[src/rtl/dcpu16_opr.sv]
// Operand fetch / effective-address stage for a DCPU-16 pipeline.
// Resolves one 6-bit operand field per enabled cycle into operand A or B,
// owns the stack pointer, and issues single data-bus reads for memory modes.
module dcpu16_opr #(
  parameter logic [15:0] SP_RST = 16'h0000
) (
  input  logic        clk,
  input  logic        rst,
  input  logic        ena,
  input  logic        pha,
  input  logic [5:0]  ea,
  input  logic [15:0] rrd,
  input  logic [15:0] nwd,
  input  logic [15:0] regpc,
  input  logic [15:0] rego,
  input  logic [15:0] ab_dti,
  input  logic        ab_ack,
  output logic [15:0] ab_adr,
  output logic        ab_ena,
  output logic [15:0] opa,
  output logic [15:0] opb,
  output logic        nwc,
  output logic [15:0] sp
);

  // Decoded action for the current operand field.
  logic        dec_wr;   // write dec_val straight into the target operand
  logic [15:0] dec_val;
  logic        dec_mem;  // start a bus read at dec_adr
  logic [15:0] dec_adr;
  logic        dec_nw;   // consumes the next instruction word
  logic [15:0] dec_sp;   // stack pointer after this decode

  // Remembers which operand the outstanding bus read will land in.
  logic        tgt_a;

  // Addressing-mode decode of ea into value/address/side effects.
  always_comb begin
    // NOTE: every output gets a default first so no path leaves a signal
    // unassigned; otherwise synthesis infers a latch.
    dec_wr  = 1'b0;
    dec_val = 16'h0000;
    dec_mem = 1'b0;
    dec_adr = 16'h0000;
    dec_nw  = 1'b0;
    dec_sp  = sp;
    case (ea) inside
      [6'h00:6'h07]: begin
        dec_wr  = 1'b1;
        dec_val = rrd;
      end
      [6'h08:6'h0f]: begin
        dec_mem = 1'b1;
        dec_adr = rrd;
      end
      [6'h10:6'h17]: begin
        dec_mem = 1'b1;
        dec_adr = rrd + nwd;
        dec_nw  = 1'b1;
      end
      6'h18: begin                      // POP: read at sp, then increment
        dec_mem = 1'b1;
        dec_adr = sp;
        dec_sp  = sp + 16'd1;
      end
      6'h19: begin                      // PEEK
        dec_mem = 1'b1;
        dec_adr = sp;
      end
      6'h1a: begin                      // PUSH: decrement, access new sp
        dec_mem = 1'b1;
        dec_adr = sp - 16'd1;
        dec_sp  = sp - 16'd1;
      end
      6'h1b: begin
        dec_wr  = 1'b1;
        dec_val = sp;
      end
      6'h1c: begin
        dec_wr  = 1'b1;
        dec_val = regpc;
      end
      6'h1d: begin
        dec_wr  = 1'b1;
        dec_val = rego;
      end
      6'h1e: begin
        dec_mem = 1'b1;
        dec_adr = nwd;
        dec_nw  = 1'b1;
      end
      6'h1f: begin
        dec_wr  = 1'b1;
        dec_val = nwd;
        dec_nw  = 1'b1;
      end
      default: begin                    // 0x20-0x3f short literal 0..31
        dec_wr  = 1'b1;
        dec_val = {11'b0, ea[4:0]};
      end
    endcase
  end

  // Pipeline state: bus completion takes priority and ignores ena;
  // a new decode is accepted only with ena high and no read outstanding.
  always_ff @(posedge clk) begin
    if (rst) begin
      ab_adr <= 16'h0000;
      ab_ena <= 1'b0;
      opa    <= 16'h0000;
      opb    <= 16'h0000;
      nwc    <= 1'b0;
      sp     <= SP_RST;
      tgt_a  <= 1'b0;
    end else begin
      // NOTE: sequential state uses non-blocking assignments so every
      // register samples pre-edge values; nwc defaults low to make a pulse.
      nwc <= 1'b0;
      if (ab_ena) begin
        if (ab_ack) begin
          if (tgt_a) opa <= ab_dti;
          else       opb <= ab_dti;
          ab_ena <= 1'b0;
        end
      end else if (ena) begin
        sp  <= dec_sp;
        nwc <= dec_nw;
        if (dec_wr) begin
          if (pha) opa <= dec_val;
          else     opb <= dec_val;
        end
        if (dec_mem) begin
          ab_adr <= dec_adr;
          ab_ena <= 1'b1;
          tgt_a  <= pha;
        end
      end
    end
  end

endmodule

[config.mk]
export PLATFORM = sky130hd
export DESIGN_NAME = dcpu16_opr
export DESIGN_NICKNAME = d
export VERILOG_FILES = /design/src/rtl/dcpu16_opr.sv
export SDC_FILE = /design/constraint.sdc
export NUM_CORES = 1
export LEC_CHECK = 0
export BUFFER_PORTS_ARGS = -buffer_cell sky130_fd_sc_hd__buf_2
export CORE_MARGIN = 2
export CORE_UTILIZATION = 25
export DETAILED_ROUTE_END_ITERATION = 7
export PLACE_DENSITY = 0.44
export SYNTH_ARGS = -nofsm -noshare
export SYNTH_HDL_FRONTEND = slang
export SYNTH_SLANG_ARGS = --single-unit
[constraint.sdc]
create_clock -name clk -period 2.13 [get_ports clk]
set_clock_uncertainty 0.15 [all_clocks]
set_input_delay 0.1065 -clock clk [delete_from_list [all_inputs] [get_ports clk]]
set_output_delay 0.1065 -clock clk [all_outputs]
set_load 0.01 [all_outputs]
; After elaboration in Yosys (flattened, before gate mapping)
; Index checks and enable logic that the tools add are counted.
; W data, S select, Z words.
[word_totals]
register_bits = 67
inputBits = 91
wordCells = 115
[op_classes]
addsub = 3
order_cmp = 6
n_eq_ne = 13
n_mux = 69
bitwise = 5
n_reduce_logical = 12
[op_table]
columns = cell, count
row1 = $mux W16, 36
row2 = $eq A6 B5 Y1 const B, 8
row3 = $mux W1, 33
row4 = $add A16 B1 Y16 const B, 1
row5 = $add A16 B16 Y16, 1
row6 = $sub A16 B1 Y16 const B, 1
row7 = $reduce_and A5 Y1, 2
row8 = $reduce_bool A2 Y1, 4
row9 = $reduce_and A7 Y1, 1
row10 = $ge A6 B1 Y1 const B, 1
row11 = $ge A6 B4 Y1 const B, 1
row12 = $ge A6 B5 Y1 const B, 1
row13 = $le A6 B3 Y1 const B, 1
row14 = $le A6 B4 Y1 const B, 1
row15 = $le A6 B5 Y1 const B, 1
row16 = $ne A2 B2 Y1 const B, 3
row17 = $not A1 Y1, 5
row18 = $reduce_or A5 Y1, 1
row19 = $ne A2 B1 Y1 const B, 2
row20 = $logic_and A1 B1 Y1, 3
row21 = $reduce_and A3 Y1, 1

; Depth between registers and ports, before layout
; Gate-level depths: netlist (run 1).
[depth]
ltp_word = 16
mapped_depth = 9

; Least setup slack after synthesis (run 1)
; Ideal clock, no wire load.
[synth_path]
path_kind = register -> register
startpoint = register sp[9]
endpoint = register sp[14]
arrival_ns = 2.105
setup_slack_ns = -0.250
stages_incl_launch_ff = 8
cell_sequence = dfxtp_1 > buf_6 > or4_4 > or3_4 > or4_4 > a21oi_2 > xnor2_1 > nor2_1
[synth_between]
elab_chain_len = 4
[synth_rtl]
columns = element, line
row1 = start: declaration, 23  ; output logic [15:0] sp
row2 = start signal: assignment, 126  ; sp <= dec_sp;
row3 = $sub A16 B1 Y16, 73  ; dec_sp = sp - 16'd1;
row4 = $mux W16 (2 in a row), 47  ; case (ea) inside
row5 = $mux W16 (*), 47
; Mark *: on every way between the ends. The rest lies on a longest branch, timed or not. The select of a mux whose other input is x is not followed.
; A chain may end at the register's enable or synchronous reset.

; Final worst setup path (run 1)
[layout_path]
startpoint = register sp[10]
endpoint = register sp[14]
; The elaborated chain is that of the path after synthesis.

==> results of run 1 <==
==> repair_timing <==
action | CTS | global route
gates resized for setup | 20 | 21
hold endpoints to repair | 4 | 0
setup endpoints to repair | 16 | 20
hold buffers | 4 | 0
pin swaps | 17 | 23
buffers inserted | 1 | 9
==> routing by layer <==
layer / vias up / part of all wire
met1: 3126 / 0.47
met4: 0 / 0.039
met2: 176 / 0.45
met5: - / 0
met3: 35 / 0.045
li1: 3219 / -
==> state kept, by name (all words and copies together), names as in the netlist <==
| register | count |
|---|---|
| sp | 16 |
| ab_ena | 1 |
| tgt_a | 1 |
| opb | 16 |
| opa | 16 |
| nwc | 1 |
| ab_adr | 16 |
==> per-stage QoR <==
| stage | utilization | instances | setup slack (ps) |
|---|---|---|---|
| 6_report | 0.377 | 1258 | -135 |
| 5_1_grt | 0.377 | 1257 | -202 |
| 4_1_cts | 0.369 | 1248 | -201 |
| 3_5_place_dp | 0.347 | 1227 | -312 |
| 3_3_place_gp | 0.347 | 1227 | -228 |
| 2_1_floorplan | - | 713 | -233 |
==> worst paths after layout <==
| path | startpoint | endpoint | slack (ps) | cells after the start |
|---|---|---|---|---|
| min reg2reg | ab_adr[3]$_SDFFE_PP0P_ | ab_adr[3]$_SDFFE_PP0P_ | 310 | 2 |
| max | sp[10]$_SDFFE_PP0P_ | sp[14]$_SDFFE_PP0P_ | -130 | 6 |
| max reg2reg | sp[10]$_SDFFE_PP0P_ | sp[14]$_SDFFE_PP0P_ | -130 | 6 |
| min | ab_dti[0] | opb[0]$_SDFFE_PP0P_ | 30 | 5 |
==> where the power goes <==
part	total (W)	internal (W)	switching [W]	leakage [nW]
Sequential	0.00132	0.00130	0.0000268	0.545
Clock	0.00159	0.000950	0.000645	0.153
Combinational	0.00113	0.000512	0.000616	2.86
==> layout make-up <==
type	instances	area, sq um
well taps	275	344
repair buffers	314	2050
multi-input cells	567	3820
clock inverters	6	70.1
flip-flops and latches	67	1350
inverters	18	67.6
fillers	2286	13100
diodes	1	2.50
clock buffers	10	239
==> worst max-delay path: stages, from the launching register on <==
cell	delay, ps
dfxtp_1	310
or4_4	560
or3_4	370
or4_4	420
a21oi_2	140
xnor2_1	120
nor2_1	50
==> cells in the final DEF, fill, tap and decap left out, types with 11 or more instances in the layout <==
| cell | count |
|---|---|
| a221oi_1 | 18 |
| nor2_1 | 79 |
| o21ai_0 | 32 |
| dfxtp_1 | 63 |
| o22ai_1 | 16 |
| nor3_1 | 24 |
| mux2i_1 | 16 |
| a21oi_2 | 11 |
| ha_1 | 17 |
| xnor2_1 | 22 |
| nand2_1 | 47 |
| a21oi_1 | 54 |
| nand3_1 | 22 |
| buf_2 | 156 |
| buf_4 | 145 |
| inv_1 | 18 |
| a22oi_1 | 11 |
| a211oi_1 | 12 |
| o31ai_1 | 11 |
| nand3b_1 | 14 |
==> logic make-up after synthesis <==
group	synth area share
simple gates	0.245
compound gates	0.313
buf+inv	0.0661
flops	0.251
xor+xnor	0.0476
mux	0.0342
fa+ha+maj	0.0436
==> out/metrics.yaml, run 1 <==
synth:
  syn_inst: 713
  yosys-top-cells-count: "79 x nor2_1, 67 x dfxtp_1, 64 x a21oi_1"
  yosys-top-cells-area: "dfxtp_1 25%, a21oi_1 6.0%, nor2_1 5.6%"
  synth-edff-count: 0
  ys_warn_count: 0
  synth_area_sq_mm: 0.00534
  ys_seq_area_frac: 0.251
  syn-num-nets: 822
  ys.flop_type: "dfxtp_1"
  synthMostInstantiatedCell: "nor2_1"
  yosys.cell_types.count: 75
  synthDominantCellAreaShare: 0.251
  async_flop_share: 0
  yosys.area.top_type: "dfxtp_1"
  synth_area_per_cell_sq_um: 7.49
  ys_ff_latch: 67
cells_and_area:
  syn_to_final_growth_pct: 48.5
  layout.nets: 1086
  layout-drive-gt1-share: 0.378
  postLayoutCellArea_sq_mm: 0.00793
global_routing:
  grt_most_used_layer: "met2"
  use_met2: 0.347
  use_met1: 0.304
  overflow: 0
  grt_pass1_vias: 6367
  use_met3: 0.0361
  grt_pass1_wl_microns: 37600
  grtUsageTotal: 0.223
  grt_max_degree: 24
  antenna_found_initial: 0
sta:
  finalCritPeriodShare: 1.06
  slew_viol_final: 0
  layout_min_cycle_time_ps: 2260
  worst_slew_pin_slew_ps: 787
  tns_ps: -451
  max-slew-margin-rel: 0.462
  setup_violations: 7
  hold_viol: 0
  rsz0062_at_grt: "true"
  hold_ws_ps: 30.3
  worst_slack_ps: -135
  clock.fmax_mhz: 442
placed_design:
  portBuffers: 156
  place_area_sq_mm: 0.00730
  place.gp.congestion: 0.902
  dp_hpwl_microns: 20100
drt:
  drtAntennaViolNets: 0
  initialDrtViolationCount: 435
  via_per_inst: 5.21
  dr.pass1.iters: 5
  route.detailed.drc: 0
  route.detailed.wl_per_inst_microns: 20.0
  vias: 6556
  wl_microns: 25200
critical_path:
  cp.arrival_ps: 2320
  cp_max_fo: 4
  crit_required_ps: 2190
  end_kind: "flop"
  cp-start-kind: "flop"
  critPathKind: "reg2reg"
outcome:
  status: "complete, but fails checks"
  violations: "negative setup slack"
clock_network:
  cts_tree: "built"
  htree_levels: 3
  clockBufferDepth: 2
  numCtsBuffers: 9
  clkLatencyLatePin_ps: 340
  clk_pin_slew_ps: 60
  cts_sinks: 67
  cts-root-buf: "clkbuf_16"
power:
  finalPower_w: 0.00405
  peakVddDrop_v: 0.000334
  power_leakage_nw: 3.56
  power.density_mw_per_mm2: 510
floorplanning:
  fp.coreArea_sq_mm: 0.0210
  io_pins: 157
  dieArea_sq_mm: 0.0226
  die_width_microns: 150
  start_util: 0.254
  rows: 53
  dieHeight_microns: 150
flow_run:
  max_cap_violations: 0
hold_path:
  holdCritPathClass: "in2reg"
(Power assumes the default switching activity.)
==> run 2: changes to the inputs <==
--- a/config.mk
+++ b/config.mk
@@ -13,3 +13,4 @@
 export SYNTH_ARGS = -nofsm -noshare
 export SYNTH_HDL_FRONTEND = slang
 export SYNTH_SLANG_ARGS = --single-unit
+export TNS_END_PERCENT = 10
==> constraint.sdc (replaced) <==
create_clock -name clk -period 2.13 [get_ports clk]
set_clock_uncertainty 0.15 [all_clocks]
set_input_delay 0.213 -clock clk [delete_from_list [all_inputs] [get_ports clk]]
set_output_delay 0.213 -clock clk [all_outputs]
set_load 0.01 [all_outputs]
==> out/metrics.yaml, run 2 (synthesized netlist as in run 1, its figures left out) <==
cells_and_area:
  layout.nets: 1110  # +2.2%
  postLayoutCellArea_sq_mm: 0.00810  # +2.1%
  seq_area_sq_mm: 0.00134  # -0.37%
  n_fill_cell: 2245  # -1.8%
  layout-drive-gt1-share: 0.382  # +0.00391
  diodes: 0  # -1
  final_cell_mix: "174 x buf_4, 156 x buf_2, 79 x nor2_1"
  syn_to_final_growth_pct: 51.7
  multiInputGateArea_sq_mm: 0.00374  # -2.0%
  layout_commonest_cell: "buf_4"
clock_network:
  clk_pin_slew_ps: 60  # about the same
  numCtsBuffers: 9  # unchanged
  cts_tree: "built"
  clockBufferDepth: 2  # unchanged
  cts-root-buf: "clkbuf_16"
  htree_levels: 3  # unchanged
  cts_sinks: 67  # unchanged
  clkLatencyLatePin_ps: 350  # about the same
drt:
  initialDrtViolationCount: 438  # +0.69%
  vias: 6630  # +1.1%
  drtAntennaViolNets: 0  # unchanged
  dr.pass1.iters: 5  # unchanged
  route.detailed.drc: 0  # unchanged
  wl_microns: 25500  # +1.2%
  via_per_inst: 5.18  # -0.69%
  route.detailed.wl_per_inst_microns: 19.9  # -0.57%
global_routing:
  grtUsageTotal: 0.223  # +0.000760
  grt_pass1_vias: 6326  # -0.64%
  overflow: 0  # unchanged
  antenna_found_initial: 0  # unchanged
  grt_pass1_wl_microns: 37900  # +0.59%
  grt_max_degree: 80  # +230%
critical_path:
  end_kind: "flop"
  cpPeakStageDelay_ps: 580  # +20 ps
  r2r-start: "sp[10]$_SDFFE_PP0P_"
  worst_path_most_repeated_cell: "or4_4"
  crit_required_ps: 2210  # +20 ps
  cpMaxStageDelayCell: "or4_4"
  critPathKind: "reg2reg"
  worstReg2RegEnd: "sp[14]$_SDFFE_PP0P_"
  cp_max_fo: 4  # unchanged
  r2r_slack_ps: -230  # -90 ps
  r2r.worst_path.cells: 6  # unchanged
  cp-start-kind: "flop"
  critPathBufInv: 0  # unchanged
  path_cells: "or4_4 -> or3_4 -> or4_4 -> a21oi_2 -> xnor2_1 -> nor2_1"
  crit_family: "simple AND/OR/NAND/NOR gates"
  cp.arrival_ps: 2440  # +120 ps
power:
  peakVddDrop_v: 0.000359  # +7.3%
  power_leakage_nw: 3.68  # +3.5%
  power.density_mw_per_mm2: 544  # +6.6%
sta:
  hold_viol: 0  # unchanged
  rsz0062_at_grt: "true"
  clock.fmax_mhz: 424  # -4.0%
  worst_slack_ps: -228  # -93.2 ps
  setup_violations: 7  # unchanged
  layout_min_cycle_time_ps: 2360  # +93.2 ps
  max-slew-margin-rel: 0.491  # +0.0292
  hold_ws_ps: 42.1  # +11.9 ps
  slew_viol_final: 0  # unchanged
  worst_slew_pin_slew_ps: 761  # -25.5 ps
  finalCritPeriodShare: 1.11  # +0.0438
hold_path:
  holdCritStartpoint: "ab_ack"
  min_path_cells: 3  # -2
  holdCritPathClass: "in2reg"
  hold_end: "ab_ena$_SDFF_PP0_"
floorplanning:
  io_pins: 157  # unchanged
  dieArea_sq_mm: 0.0226  # unchanged
  die_width_microns: 150  # unchanged
  dieHeight_microns: 150  # unchanged
  fp.coreArea_sq_mm: 0.0210  # unchanged
  rows: 53  # unchanged
  start_util: 0.254  # unchanged
flow_run:
  max_cap_violations: 0  # unchanged
outcome:
  status: "complete, but fails checks"
  violations: "negative setup slack"
placed_design:
  portBuffers: 156  # unchanged
  dp_hpwl_microns: 20300  # +0.83%
  place_area_sq_mm: 0.00763  # +4.6%
  place.gp.congestion: 0.900  # -0.22%
run 2: stage by stage:
step | std cells | TNS (ps) | power, W | utilization | worst slack [ps]
floorplan | 713 | -734 | 0.00190 | - | -250
global placement | 1264 | -3590 | 0.00249 | 0.363 | -377
detailed placement | 1264 | -3680 | 0.00248 | 0.363 | -316
CTS | 1281 | -891 | 0.00444 | 0.384 | -227
global route | 1281 | -1750 | 0.00459 | 0.385 | -297
finish | 1281 | -913 | 0.00441 | 0.385 | -228
run 2: power breakdown:
part	leakage, nW	internal (W)	switching, W
Clock	0.181	0.00127	0.000657
Sequential	0.543	0.00130	0.0000274
Combinational	2.96	0.000539	0.000612
Total	3.68	0.00311	0.00130
run 2: layout make-up:
type | count | share of cell area
clock buffer | 9 | 0.0278
clock inverter | 7 | 0.0181
inverter | 18 | 0.00834
multi-input combinational | 567 | 0.462
sequential | 67 | 0.166
tap | 275 | 0.0425
timing repair buffer | 338 | 0.276
run 2: worst max path at each step:
| stage | slack [ps] | cells past startpoint | to | from |
|---|---|---|---|---|
| after floorplan | -250 | 7 | sp[14]$_SDFFE_PP0P_ | sp[9]$_SDFFE_PP0P_ |
| after global placement | -380 | 9 | ab_adr[11]$_SDFFE_PP0P_ | rrd[2] |
| after detailed placement | -320 | 9 | ab_adr[11]$_SDFFE_PP0P_ | rrd[2] |
| after CTS | -230 | 6 | sp[14]$_SDFFE_PP0P_ | sp[10]$_SDFFE_PP0P_ |
| after global routing | -300 | 6 | sp[14]$_SDFFE_PP0P_ | sp[10]$_SDFFE_PP0P_ |
| final | -230 | 6 | sp[14]$_SDFFE_PP0P_ | sp[10]$_SDFFE_PP0P_ |
run 2: metal layers:
metal / up-vias / routed length [microns] / track usage
met3: 28 / 1660 / 0.0355
li1: 3262 / - / -
met1: 3115 / 11500 / 0.309
met5: - / 0 / 0
met4: 0 / 577 / 0.0637
met2: 225 / 11700 / 0.359
run 2: worst register-to-register path: cells and delay by family (launching register included):
kind / cells / cell delay, ps
compound gates: 1 / 150
simple gates: 4 / 1520
flops: 1 / 310
xor+xnor: 1 / 120
run 2: repair_timing:
item	4_1_cts	5_1_grt
hold endpoints to repair	1	0
resized for setup	14	7
setup buffers	0	0
hold buffers	1	0
pin swaps	6	4
setup endpoints to repair	16	18
